--- src/rtl/em_stage_reg.sv ---
// rtl/em_stage_reg.sv - E-to-M pipeline register with result select, exception merge, bubble and flush
//
// Ports:
//   clk, reset          clock, synchronous active-high reset
//   req                 CP0 exception/interrupt request; flushes the slot to the handler PC
//   bubble              E is stalled; M receives a bubble that still carries E_pc/E_bd
//   E_*                 E-stage instruction, datapath results, MDU HI/LO and control flags
//   M_*                 registered M-stage slot: PC, instr, bd, merged exception code,
//                       selected result, store data, destination, load/store flags,
//                       decremented tnew and valid flag
module em_stage_reg #(
    parameter logic [31:0] HANDLER_PC = 32'h0000_4180,
    parameter logic [4:0]  EXC_OV     = 5'd12,
    parameter logic [4:0]  EXC_ADEL   = 5'd4,
    parameter logic [4:0]  EXC_ADES   = 5'd5
) (
    input  logic        clk,
    input  logic        reset,
    input  logic        req,
    input  logic        bubble,
    input  logic [31:0] E_pc,
    input  logic [31:0] E_instr,
    input  logic        E_bd,
    input  logic [4:0]  E_exc,
    input  logic [31:0] E_alu_res,
    input  logic        E_alu_ov,
    input  logic        E_ov_trap,
    input  logic        E_is_load,
    input  logic        E_is_store,
    input  logic [1:0]  E_res_sel,
    input  logic [31:0] E_HI,
    input  logic [31:0] E_LO,
    input  logic [31:0] E_rt_data,
    input  logic [4:0]  E_wa,
    input  logic [1:0]  E_tnew,
    output logic [31:0] M_pc,
    output logic [31:0] M_instr,
    output logic        M_bd,
    output logic [4:0]  M_exc,
    output logic [31:0] M_res,
    output logic [31:0] M_rt_data,
    output logic [4:0]  M_wa,
    output logic        M_is_load,
    output logic        M_is_store,
    output logic [1:0]  M_tnew,
    output logic        M_valid
);

    logic [4:0]  exc_merged;
    logic [31:0] res_next;
    logic [1:0]  tnew_next;
    logic        has_exc;

    // An exception already raised upstream is older than anything E detects,
    // so it wins; E's own overflow is then classified by instruction kind.
    always_comb begin
        exc_merged = 5'd0;
        if (E_exc != 5'd0) begin
            exc_merged = E_exc;
        end else if (E_alu_ov && E_ov_trap) begin
            exc_merged = EXC_OV;
        end else if (E_alu_ov && E_is_load) begin
            exc_merged = EXC_ADEL;
        end else if (E_alu_ov && E_is_store) begin
            exc_merged = EXC_ADES;
        end
    end

    always_comb begin
        res_next = E_alu_res;
        case (E_res_sel)
            2'd0:    res_next = E_alu_res;
            2'd1:    res_next = E_HI;
            2'd2:    res_next = E_LO;
            default: res_next = E_pc + 32'd8;
        endcase
    end

    assign tnew_next = (E_tnew == 2'd0) ? 2'd0 : E_tnew - 2'd1;
    assign has_exc   = (exc_merged != 5'd0);

    always_ff @(posedge clk) begin
        if (reset) begin
            M_pc       <= 32'd0;
            M_instr    <= 32'd0;
            M_bd       <= 1'b0;
            M_exc      <= 5'd0;
            M_res      <= 32'd0;
            M_rt_data  <= 32'd0;
            M_wa       <= 5'd0;
            M_is_load  <= 1'b0;
            M_is_store <= 1'b0;
            M_tnew     <= 2'd0;
            M_valid    <= 1'b0;
        end else if (req) begin
            M_pc       <= HANDLER_PC;
            M_instr    <= 32'd0;
            M_bd       <= 1'b0;
            M_exc      <= 5'd0;
            M_res      <= 32'd0;
            M_rt_data  <= 32'd0;
            M_wa       <= 5'd0;
            M_is_load  <= 1'b0;
            M_is_store <= 1'b0;
            M_tnew     <= 2'd0;
            M_valid    <= 1'b0;
        end else if (bubble) begin
            // PC and bd ride along so an interrupt taken on the bubble
            // reports the stalled instruction as EPC.
            M_pc       <= E_pc;
            M_instr    <= 32'd0;
            M_bd       <= E_bd;
            M_exc      <= 5'd0;
            M_res      <= 32'd0;
            M_rt_data  <= 32'd0;
            M_wa       <= 5'd0;
            M_is_load  <= 1'b0;
            M_is_store <= 1'b0;
            M_tnew     <= 2'd0;
            M_valid    <= 1'b0;
        end else begin
            // A faulting instruction stays valid so CP0 can take it, but
            // loses its side effects (register write, memory access).
            M_pc       <= E_pc;
            M_instr    <= E_instr;
            M_bd       <= E_bd;
            M_exc      <= exc_merged;
            M_res      <= res_next;
            M_rt_data  <= E_rt_data;
            M_wa       <= has_exc ? 5'd0 : E_wa;
            M_is_load  <= has_exc ? 1'b0 : E_is_load;
            M_is_store <= has_exc ? 1'b0 : E_is_store;
            M_tnew     <= tnew_next;
            M_valid    <= 1'b1;
        end
    end

endmodule

--- config.mk ---
export PLATFORM = sky130hd
export DESIGN_NAME = em_stage_reg
export DESIGN_NICKNAME = d
export VERILOG_FILES = /design/src/rtl/em_stage_reg.sv
export SDC_FILE = /design/constraint.sdc
export NUM_CORES = 1
export LEC_CHECK = 0
export CORE_AREA = 3 3 137 139
export CTS_CLUSTER_DIAMETER = 50
export DETAILED_ROUTE_END_ITERATION = 10
export DIE_AREA = 0 0 140 142
export GPL_TIMING_DRIVEN = 1
export PLACE_DENSITY = 0.72
export SLEW_MARGIN = 20
export SYNTH_ARGS = -nofsm -noshare
export SYNTH_HDL_FRONTEND = slang
export SYNTH_SLANG_ARGS = --single-unit
--- constraint.sdc ---
create_clock -name clk -period 1.7 [get_ports clk]
set_input_delay 0.425 -clock clk [delete_from_list [all_inputs] [get_ports clk]]
set_output_delay 0.425 -clock clk [all_outputs]
set_load 0.01 [all_outputs]
==> impl_metrics.json <==
{
  "ys_seq_area_frac": 0.542,
  "setup_slack_ps": 96.0,
  "slowest_stage": "clkdlybuf4s50_1",
  "routed_wl_um": 20800,
  "drc": 0,
  "rsz0062_at_grt": "no",
  "dp_hpwl_um": 17200,
  "cp_cell_sequence": "clkdlybuf4s50_1 > and3_2 > nand3_2 > o31a_1 > o21ai_0 > a21oi_1",
  "routedWlPerCell_um": 18.0,
  "yosys_warnings": 0,
  "p_per_area_nw_per_um2": 838,
  "first_iter_violations": 161,
  "relSlewSlack": 0.711,
  "cts_buffers": 17,
  "die_y_um": 142,
  "cts_max_level": 4,
  "ys_ff_latch": 144,
  "synthCells": 489,
  "dr.pass1.iters": 4,
  "antenna_found_initial": 1,
  "finalNetCount": 1126,
  "yosysTopAreaCell": "dfxtp_1",
  "criticalPathCategory": "input port to flip-flop",
  "avgViaCountPerCell": 4.53,
  "synthToLayoutAreaGrowth_pct": 91.0,
  "overflow": 0,
  "required_ps": 2000,
  "initial_core_util": 0.299,
  "n_fill_cell": 1639,
  "worstSetupStartpoint": "E_pc[16]",
  "post-place-ws_ps": -510,
  "max-cap-violations": 0,
  "worst_pin_slew_ps": 432,
  "ir_drop_mv": 0.636,
  "setup-violations-final": 0,
  "slowest_delay_ps": 490,
  "final_common_cell": "clkdlybuf4s50_1",
  "grt_first_pass_wirelength_um": 30600,
  "multi_input_comb_area_um2": 2260,
  "status": "completed",
  "ys.flop_type": "dfxtp_1",
  "yosysUniqueCellTypes": 49,
  "ant_nets": 0,
  "clock.fmax_ghz": 0.623,
  "clkPwrFrac": 0.442,
  "cts_tree": "built",
  "drive_gt1_frac": 0.164,
  "cts_root_buf": "clkbuf_16",
  "synth_edf_count": 0,
  "gp_congestion": 0.837,
  "syn_area_um2": 5320,
  "regArea_um2": 2880,
  "grt_usage": 0.203,
  "finish.utilization": 0.571,
  "vias": 5222,
  "cp.arrival_ps": 1900,
  "synthArstFlopShare": 0,
  "grt_pass1_vias": 5455,
  "place_area_um2": 9640,
  "critPathCapture": "M_res[26]",
  "fin_area_um2": 10200,
  "fin_crit_sh": 0.944,
  "cts_sinks": 144,
  "io_pins": 359,
  "hold_buffers": 0,
  "synth_area_per_cell_um2": 10.9,
  "worstPathMaxFanout": 8,
  "hold_viol_final": 0,
  "p_leak_nw": 4.85,
  "coreArea_um2": 17800,
  "cp-start-kind": "input port",
  "die_w_um": 140,
  "yosys.area.top_type_share": 0.542,
  "clkTransAtPathRegs_ps": 60,
  "synthTopCellsByArea": "dfxtp_1, and2_1, mux2_2",
  "p_seq_frac": 0.411,
  "layout_common_cells": "clkdlybuf4s50_1, dfxtp_1, dlygate4sd2_1",
  "drv_slew": 0,
  "clock_path_buffers": 2,
  "hold_path_class": "input port to flip-flop",
  "grt_max_degree": 25,
  "rows": 49,
  "internal_power_mw": 6.37,
  "p_sw_mw": 2.14,
  "dieArea_um2": 19900,
  "p_comb_frac": 0.147,
  "p_sw_frac": 0.252,
  "period_needed_ps": 1600,
  "portBuffers": 358,
  "synth_nets": 706,
  "cp-end-kind": "flip-flop"
}
-- final cells by class --
type / count / area share
diodes: 1 / 0.000246
inverters: 5 / 0.00185
well taps: 229 / 0.0282
flip-flops and latches: 144 / 0.284
repair buffers: 431 / 0.405
clock buffers: 17 / 0.0419
clock inverters: 15 / 0.0160
multi-input cells: 310 / 0.223
-- metrics by stage --
| step | power, mW | std cells | setup TNS (ps) | hold WS, ps |
|---|---|---|---|---|
| after CTS | 8.61 | 1150 | 0 | 538 |
| after floorplan | 3.94 | 489 | 0 | 496 |
| after detailed placement | 4.91 | 1118 | -25600 | 995 |
| after global placement | 4.90 | 1118 | -24520 | 991 |
| after global routing | 8.82 | 1152 | 0 | 416 |
| final | 8.51 | 1152 | 0 | 393 |
-- state kept, by name (all words and copies together), names as in the netlist --
register and cells:
M_instr 32, M_is_store 1, M_rt_data 32, M_bd 1
M_tnew 2, M_res 32, M_exc 5, M_wa 5
M_pc 32, M_is_load 1, M_valid 1
-- cell usage after synthesis (8+ instances only) --
| master | count |
|---|---|
| dfxtp_1 | 144 |
| and2_1 | 110 |
| a21oi_1 | 27 |
| nor2_1 | 20 |
| mux2_2 | 19 |
| o221ai_1 | 17 |
| xor2_1 | 15 |
| nand4_1 | 12 |
| clkbuf_1 | 11 |
| nand2_1 | 11 |
| buf_2 | 8 |
| mux4_2 | 8 |
-- timing repair --
action,4_1_cts,5_1_grt
resized for setup,135,26
cloned,0,1
pin swaps,0,4
endpoints found under the setup margin,138,29
buffers inserted,0,0
-- cells by family after synthesis --
group           share of synthesized area
compound gates                     0.0772
xor+xnor                           0.0346
fa+ha+maj                         0.00471
buf+inv                            0.0386
flops                               0.542
mux                                0.0854
simple gates                        0.217
-- power by group through the flow --
stage	sequential [mW]	clock, mW	combinational [mW]
after detailed placement	3.58	0	1.32
after CTS	3.50	3.85	1.26
after floorplan	3.64	0	0.307
after global routing	3.51	3.96	1.34
after global placement	3.58	0	1.31
final	3.50	3.76	1.25
-- layer usage --
layer	up-vias	wire [µm]	GRT usage
met2	253	10900	0.383
met4	0	520	0.0719
met5	-	0	0
li1	2542	-	-
met1	2396	7300	0.199
met3	31	2090	0.0850
-- worst min path at each step --
| stage | startpoint | endpoint | slack [ps] | cells past startpoint |
|---|---|---|---|---|
| 4_1_cts | E_instr[21] | M_instr[21] | 540 | 2 |
| 6_report | E_pc[5] | M_pc[5] | 390 | 2 |
| 3_3_place_gp | E_instr[1] | M_instr[1] | 990 | 2 |
| 2_1_floorplan | reset | M_pc[29] | 500 | 1 |
| 5_1_grt | E_pc[5] | M_pc[5] | 420 | 2 |
| 3_5_place_dp | E_instr[21] | M_instr[21] | 990 | 2 |
-- critical path: cells and delay by family --
kind | cells | cell delay (ps)
AO/OA/AOI/OAI | 3 | 570
buffers and inverters | 1 | 490
AND/OR/NAND/NOR | 2 | 410
No activity file was read; power rests on OpenSTA's default activity.
